### src/rtl/piso_pkg.sv
// Shared definitions for the parallel-in serial-out serializer.
// State encoding and the default word width live here so the top and any
// checkers bound to the debug state output agree on the encoding.
package piso_pkg;

    localparam int PISO_DEFAULT_WIDTH = 8;

    typedef enum logic [1:0] {
        ST_IDLE   = 2'd0,
        ST_SHIFT  = 2'd1,
        ST_PARITY = 2'd2
    } piso_state_e;

endpackage

### src/rtl/piso_shreg.sv
// Loadable shift register for the serializer.
// A parallel load has priority over a shift. Shifting moves towards the
// output end selected by MSB_FIRST and fills the vacated bit with zero.
module piso_shreg #(
    parameter int WIDTH     = 8,
    parameter bit MSB_FIRST = 1'b1
) (
    input  logic             clk_i,
    input  logic             rst_i,
    input  logic             load_i,
    input  logic             shift_i,
    input  logic [WIDTH-1:0] data_i,
    output logic             bit_o
);

    logic [WIDTH-1:0] sreg_q;
    logic [WIDTH-1:0] sreg_shifted;

    generate
        if (MSB_FIRST) begin : g_msb_first
            assign sreg_shifted = {sreg_q[WIDTH-2:0], 1'b0};
            assign bit_o        = sreg_q[WIDTH-1];
        end else begin : g_lsb_first
            assign sreg_shifted = {1'b0, sreg_q[WIDTH-1:1]};
            assign bit_o        = sreg_q[0];
        end
    endgenerate

    // Shift register: clear on reset, parallel load on accept, shift otherwise when enabled.
    always_ff @(posedge clk_i or posedge rst_i) begin
        if (rst_i) begin
            sreg_q <= '0;
        end else if (load_i) begin
            sreg_q <= data_i;
        end else if (shift_i) begin
            sreg_q <= sreg_shifted;
        end
    end

endmodule

### src/rtl/piso_serializer.sv
// Parallel-in serial-out serializer.
// Accepts a WIDTH-bit word on a valid/ready handshake and sends it one bit
// per clock on o_sd with o_sd_en marking every payload (and parity) bit.
// Handshake: a word transfers at a rising edge where i_valid && o_ready;
// o_ready depends only on state, bit counter and i_rst, never on i_valid.
// Optional feature macro: PISO_PARITY_EN appends an even-parity bit after
// the last data bit, extending the frame to WIDTH+1 cycles.
// o_dbg_state exposes the FSM state for checkers.
module piso_serializer
    import piso_pkg::*;
#(
    parameter int WIDTH     = PISO_DEFAULT_WIDTH,
    parameter bit MSB_FIRST = 1'b1
) (
    input  logic             i_clk,
    input  logic             i_rst,
    input  logic             i_valid,
    input  logic [WIDTH-1:0] i_data,
    output logic             o_ready,
    output logic             o_sd,
    output logic             o_sd_en,
    output logic             o_busy,
    output logic [1:0]       o_dbg_state
);

    localparam int             CW       = $clog2(WIDTH);
    localparam logic [CW-1:0]  CNT_LAST = CW'(WIDTH - 1);

    piso_state_e   state_q, state_d;
    logic [CW-1:0] cnt_q, cnt_d;
    logic          active_q;
    logic          load;
    logic          shift;
    logic          accept;
    logic          last_bit;
    logic          shreg_bit;
`ifdef PISO_PARITY_EN
    logic          parity_q;
`endif

    assign last_bit = (state_q == ST_SHIFT) && (cnt_q == CNT_LAST);
    assign accept   = i_valid && o_ready;

    // Ready decode: free in IDLE and on the final bit of a frame, never during reset.
    always_comb begin
        o_ready = 1'b0;
        if (!i_rst) begin
            case (state_q)
                ST_IDLE:   o_ready = 1'b1;
`ifdef PISO_PARITY_EN
                ST_SHIFT:  o_ready = 1'b0;
                ST_PARITY: o_ready = 1'b1;
`else
                ST_SHIFT:  o_ready = last_bit;
`endif
                default:   o_ready = 1'b0;
            endcase
        end
    end

    // Next-state, counter and shift-register control.
    always_comb begin
        state_d = state_q;
        cnt_d   = cnt_q;
        load    = 1'b0;
        shift   = 1'b0;
        case (state_q)
            ST_IDLE: begin
                if (accept) begin
                    load    = 1'b1;
                    cnt_d   = '0;
                    state_d = ST_SHIFT;
                end
            end
            ST_SHIFT: begin
                if (cnt_q != CNT_LAST) begin
                    cnt_d = cnt_q + CW'(1);
                    shift = 1'b1;
                end else begin
`ifdef PISO_PARITY_EN
                    shift   = 1'b1;
                    cnt_d   = '0;
                    state_d = ST_PARITY;
`else
                    cnt_d = '0;
                    if (accept) begin
                        // Reload on the last bit keeps the stream gap-free.
                        load = 1'b1;
                    end else begin
                        shift   = 1'b1;
                        state_d = ST_IDLE;
                    end
`endif
                end
            end
`ifdef PISO_PARITY_EN
            ST_PARITY: begin
                cnt_d = '0;
                if (accept) begin
                    load    = 1'b1;
                    state_d = ST_SHIFT;
                end else begin
                    state_d = ST_IDLE;
                end
            end
`endif
            default: begin
                state_d = ST_IDLE;
                cnt_d   = '0;
            end
        endcase
    end

    // FSM state, bit counter and registered activity flag.
    always_ff @(posedge i_clk or posedge i_rst) begin
        if (i_rst) begin
            state_q  <= ST_IDLE;
            cnt_q    <= '0;
            active_q <= 1'b0;
`ifdef PISO_PARITY_EN
            parity_q <= 1'b0;
`endif
        end else begin
            state_q  <= state_d;
            cnt_q    <= cnt_d;
            active_q <= (state_d != ST_IDLE);
`ifdef PISO_PARITY_EN
            if (load) begin
                parity_q <= ^i_data;
            end
`endif
        end
    end

    piso_shreg #(
        .WIDTH     (WIDTH),
        .MSB_FIRST (MSB_FIRST)
    ) u_shreg (
        .clk_i   (i_clk),
        .rst_i   (i_rst),
        .load_i  (load),
        .shift_i (shift),
        .data_i  (i_data),
        .bit_o   (shreg_bit)
    );

    // Serial data select: only registered sources, so o_sd moves on the rising edge or reset.
    always_comb begin
        o_sd = 1'b0;
        case (state_q)
            ST_SHIFT:  o_sd = shreg_bit;
`ifdef PISO_PARITY_EN
            ST_PARITY: o_sd = parity_q;
`endif
            default:   o_sd = 1'b0;
        endcase
    end

    assign o_sd_en     = active_q;
    assign o_busy      = active_q;
    assign o_dbg_state = state_q;

endmodule

### config.mk
export PLATFORM = sky130hd
export DESIGN_NAME = piso_serializer
export DESIGN_NICKNAME = d
export VERILOG_FILES = /design/src/rtl/piso_pkg.sv /design/src/rtl/piso_shreg.sv /design/src/rtl/piso_serializer.sv
export SDC_FILE = /design/constraint.sdc
export NUM_CORES = 1
export LEC_CHECK = 0
export BUFFER_PORTS_ARGS = -buffer_cell sky130_fd_sc_hd__buf_2
export CORE_MARGIN = 8
export CORE_UTILIZATION = 45
export CTS_BUF_LIST = sky130_fd_sc_hd__clkbuf_8
export DETAILED_ROUTE_END_ITERATION = 10
export PLACE_DENSITY = 0.7
export SKIP_LAST_GASP = 1
export SYNTH_ARGS = -nofsm -noshare
export SYNTH_HDL_FRONTEND = slang
export SYNTH_SLANG_ARGS = --single-unit
### constraint.sdc
create_clock -name i_clk -period 1.8 [get_ports i_clk]
set_input_delay 0.18 -clock i_clk [delete_from_list [all_inputs] [get_ports i_clk]]
set_output_delay 0.18 -clock i_clk [all_outputs]
set_load 0.02 [all_outputs]
Word level (Yosys, flattened, before mapping)
Index checks and enable logic that the tools add are counted.
- reduce and logical (&&, ||, !) cells: 5
- add/subtract/negate cells: 1
- equality and inequality tests: 4
- multiplexer cells: 18
- operators by type and width (cell ; number):
    $mux W8 ; 2
    $mux W1 ; 7
    $mux W2 ; 3
    $mux W3 ; 2
    $pmux W3 S2 ; 1
    $pmux W1 S2 ; 2
    $pmux W2 S2 ; 1
    $reduce_bool A2 Y1 ; 2
    $add A3 B1 Y3 const B ; 1
    $eq A3 B3 Y1 const B ; 1
    $ne A3 B3 Y1 const B ; 1
    $eq A2 B1 Y1 const B ; 1
    $logic_and A1 B1 Y1 ; 2
    $logic_not A2 Y1 ; 1
    $ne A2 B2 Y1 const B ; 1
- bits in registers: 14
- output and inout bits: 6
- word-level logic and storage cells: 32
- bits of input ports: 11

Logic depth before layout (Yosys ltp)
- depth after elaboration: 10
- depth in mapped cells: 5
- depth with buffers taken out: 5

Cells and area by module
A second synthesis with hierarchy kept.
- cells, all modules: 65
- area, all modules: 690.7 sq um
- modules (own cells, without submodules) (module ; area each (sq um) ; cells each ; instances ; seq. area each (sq um)):
    piso_shreg ; 372.9 ; 35 ; 1 ; 200.2
    piso_serializer ; 317.8 ; 30 ; 1 ; 150.1

Least setup slack after synthesis
No wires, ideal clock.
- kind: register -> register
- start point: register cnt_q[0]
- end point: register u_shreg.sreg_q[1]
- library setup time: 0.125 ns
- required time: 1.675 ns
- path slack: 0.254 ns
- cell stages (with the launch flop): 6
- data arrival time: 1.421 ns
- path through: dfrtp_1 > ha_1 > ha_1 > nor2b_4 > nor3_4 > mux2_2
- longest elaborated chain between the ends: 9
- elaborated cells on any way between the ends: 14
- those cells by class: eq/ne: 2; mux: 9; reduce/logical: 3
- ends and longest elaborated chain (item ; line ; source):
    start: declaration ; piso_serializer.sv:30 ; logic [CW-1:0] cnt_q, cnt_d;
    start signal: assignment ; piso_serializer.sv:125 ; cnt_q <= cnt_d;
    $eq A3 B3 Y1 ; piso_serializer.sv:41 ; assign last_bit = (state_q == ST_SHIFT) && (cnt_q == CNT_LAST);
    $logic_and A1 B1 Y1 ; piso_serializer.sv:41 ;
    $pmux W1 S2 ; piso_serializer.sv:48 ; case (state_q)
    $mux W1 ; piso_serializer.sv:47 ; if (!i_rst) begin
    $logic_and A1 B1 Y1 ; piso_serializer.sv:42 ; assign accept = i_valid && o_ready;
    $mux W1 (on tied branches) ; piso_serializer.sv:69, piso_serializer.sv:86 ;
    $mux W1 ; piso_serializer.sv:76 ; if (cnt_q != CNT_LAST) begin
    $pmux W1 S2 or $mux W1 (tied branches) ; piso_serializer.sv:67 ; case (state_q)
    $mux W8 or $reduce_bool A2 Y1 (tied branches) ; - ;
    end signal: assignment ; piso_shreg.sv:34 ; sreg_q <= data_i;
    end signal: assignment ; piso_shreg.sv:36 ; sreg_q <= sreg_shifted;
    end: declaration ; piso_shreg.sv:16 ; logic [WIDTH-1:0] sreg_q;
Parallel ways exist; a longest one is shown, timed or not.
A chain may end at the register's enable or synchronous reset.

Final worst setup path
- start point: input port i_rst
- end point: register u_shreg.sreg_q[4]
- longest elaborated chain between the ends: 6
- elaborated cells on any way between the ends: 10
- those cells by class: mux: 8; reduce/logical: 2
- ends and longest elaborated chain (item ; line ; source):
    start: declaration ; piso_serializer.sv:16 ; input logic i_rst,
    $mux W1 * ; piso_serializer.sv:47 ;
    $logic_and A1 B1 Y1 * ; piso_serializer.sv:42 ;
    $mux W1 (on tied branches) ; piso_serializer.sv:69, piso_serializer.sv:86 ;
    $mux W1 ; piso_serializer.sv:76 ;
    $pmux W1 S2 or $mux W1 (tied branches) ; piso_serializer.sv:67 ;
    $mux W8 or $reduce_bool A2 Y1 (tied branches) ; - ;
Mark *: on every way between the ends. The rest lies on a longest branch, timed or not.

==> flow_metrics.py <==
metrics = {
    "critical_path": {
        "cp-start-kind": "primary input",
        "reg2reg_depth": 6,
        "crit_required_ns": 1.92,
        "crit_end": "u_shreg.sreg_q[4]",
        "path_class": "primary input to register",
        "crit_path_start": "i_rst",
        "r2r_start": "cnt_q[0]",
        "r2r_setup_slack_ns": 0.21,
        "worstPathArrival_ns": 1.81,
        "path_max_fanout": 8,
        "r2r_end": "u_shreg.sreg_q[4]",
        "worstSetupEndpointType": "register",
    },
    "floorplan": {
        "die_w_um": 56.50,
        "core_area_mm2": 0.001524,
        "ios": 17,
        "initial_core_util_pct": 48.44,
        "die_h_um": 56.50,
        "num_rows": 14,
        "dieArea_mm2": 0.003192,
    },
    "timing": {
        "rsz0062_at_grt": "false",
        "final-hold-violation-count": 0,
        "setup_violations": 0,
        "final.setup.worst_slack_ns": 0.1162,
        "slew_viol_final": 0,
        "max_freq_mhz": 593.9,
        "fin_crit_sh_pct": 93.55,
        "finClkSkew_ns": 0.0009942,
        "tns_ns": 0,
        "min_period_ns": 1.684,
    },
    "synthesis": {
        "ys_warn_count": 0,
        "synth_compound_area_share_pct": 2.881,
        "synth.area.mux_share_pct": 26.27,
        "syn_inst": 58,
        "synth_fa_ha_area_share_pct": 3.390,
        "synth_area_um2": 738.2,
        "synth_area_leaders": "dfrtp_1 (47%), mux2_4 (14%), mux2_2 (11%), ha_1 (3.4%), buf_6 (3.1%)",
        "synth_top_family_by_area": "multiplexers",
        "yosysTopAreaCellShare_pct": 47.46,
        "synth_nets": 71,
        "synth_cell_types": 21,
        "synth_area_leader_cell": "dfrtp_1",
        "avgSynthCellArea_um2": 12.73,
        "synth_seq_cells": 14,
        "synth_xor_area_share_pct": 0,
        "synth-simple-area-share_pct": 13.39,
        "ys_seq_area_share_pct": 47.46,
    },
    "route": {
        "drt-total-wl_um": 1262,
        "via_count": 481,
        "avgViaCountPerCell": 5.063,
        "first_pass_iters": 2,
        "antenna_left": 0,
        "drt_iter0_drc": 7,
        "wl_per_cell_um": 13.28,
        "drc": 0,
    },
    "placed_design": {
        "routabilityCongestion": 0.6794,
        "io_buffers": 16,
        "hpwl_um": 907,
        "place_ws_ns": 0.09277,
    },
    "clocking": {
        "h-tree-depth": 1,
        "clockRootBuffer": "clkbuf_8",
        "clk_path_buf_depth": 2,
        "cts_resized": 0,
        "path_clk_slew_ns": 0.06,
        "cts.sinks": 14,
        "numCtsBuffers": 3,
        "clk_latency_ns": 0.24,
        "cts_tree": "done",
    },
    "outcome": {
        "status": "complete, no violations",
    },
    "final_layout": {
        "fin_util_pct": 59.61,
        "drive_above_1_share_pct": 51.90,
        "diodes": 0,
        "fillers": 135,
        "nets": 93,
        "area_growth_pct": 23.05,
    },
    "pwr": {
        "ir_drop_mv": 0.6367,
        "power.leakage_nw": 0.4721,
        "p_per_area_mw_per_mm2": 1054,
        "total_power_w": 0.0009571,
    },
    "worst_hold_path": {
        "hp-class": "primary input to register",
        "min_from": "i_data[0]",
    },
    "global_route": {
        "grt-ovfl-total": 0,
        "grt_pass1_wl_um": 2304,
        "grt_pass1_vias": 527,
        "grt_max_degree": 15,
        "antenna_found_initial": 0,
        "track_usage_pct": 8.581,
    },
    "flow_run": {
        "maxCapViolCount": 0,
    },
}
-- worst min path at each step --
stage | depth (start not counted) | slack, ns | end
detailed placement | 3 | 0.24 | o_dbg_state[0]
finish | 3 | 0.17 | u_shreg.sreg_q[0]
CTS | 2 | 0.17 | u_shreg.sreg_q[5]
global route | 2 | 0.18 | u_shreg.sreg_q[1]
global placement | 3 | 0.23 | o_dbg_state[0]
floorplan | 1 | 0.08 | cnt_q[0]
-- through the flow --
stage | std cells | instance area [um^2] | hold WS [ns]
global route | 95 | 908.4 | 0.1761
floorplan | 58 | 738.2 | 0.07741
detailed placement | 89 | 823.3 | 0.2353
CTS | 94 | 888.4 | 0.1672
global placement | 89 | 823.3 | 0.2294
finish | 95 | 908.4 | 0.1708
-- synth_stat cells --
library cell,count
nor3b_1,1
mux2i_1,1
nand3_1,2
nor2_1,4
inv_2,1
mux2_2,7
nor3_1,1
buf_6,2
conb_1,1
buf_4,1
inv_1,3
dfrtp_1,14
nand2b_4,1
a31oi_1,1
nor3_4,1
nand2b_1,1
nor2b_4,1
a21oi_1,3
ha_1,2
mux2_4,7
nand2_1,3
-- layout by cell type (no fill, tap or decap), drive strengths merged --
master,n
dlygate4sd3,1
nor3,2
nand2b,2
a31oi,1
nor2b,1
conb,1
mux2,14
buf,19
mux2i,1
nand3,2
ha,2
a21oi,3
nor3b,1
clkbuf,4
nor2,4
nand2,3
inv,4
dfrtp,14
-- report_power, final --
part	internal (W)	total [W]	switching [W]
clock	0.000193	0.000296	0.000103
combinational	0.000160	0.000238	0.0000783
sequential	0.000384	0.000423	0.0000382
total	0.000738	0.000957	0.000219
-- state kept, by name (all words and copies together), names as in the netlist --
name / flops
u_shreg.sreg_q: 8
o_busy: 1
cnt_q: 3
o_dbg_state: 2
-- worst max-delay path: stages --
cell and delay (ns):
dlygate4sd3_1 0.54, buf_2 0.13, nand2b_1 0.23, nor3_4 0.24
buf_12 0.15, mux2_2 0.33
-- metal layers --
metal / global-route usage [%] / part of all wire (%) / vias to the layer above
li1: - / - / 235
met1: 10.51 / 44 / 236
met2: 13.64 / 50 / 10
met3: 3.371 / 5.1 / 0
met4: 2.062 / 0 / 0
met5: 0 / 0 / -
-- area by class of cell --
class	count	area (um^2)	area share, %
clock buffer	4	55.05	6.061
timing repair buffer	20	125.1	13.77
multi-input combinational	37	342.8	37.74
tap	16	20.02	2.204
inverter	4	15.01	1.653
sequential	14	350.3	38.57
-- cells by family after synthesis --
logic type,Yosys count
muxes,15
and+or+nand+nor,15
DFF,14
buffers and inverters,7
AOI/OAI and AO/OA,4
adders and majority gates,2
other,1
-- what timing repair did --
action | CTS | global route
setup endpoints to repair | 0 | 7
setup buffers | 0 | 1
hold endpoints to repair | 14 | 0
hold buffers | 1 | 0
Power figures use the tool's default switching activity.
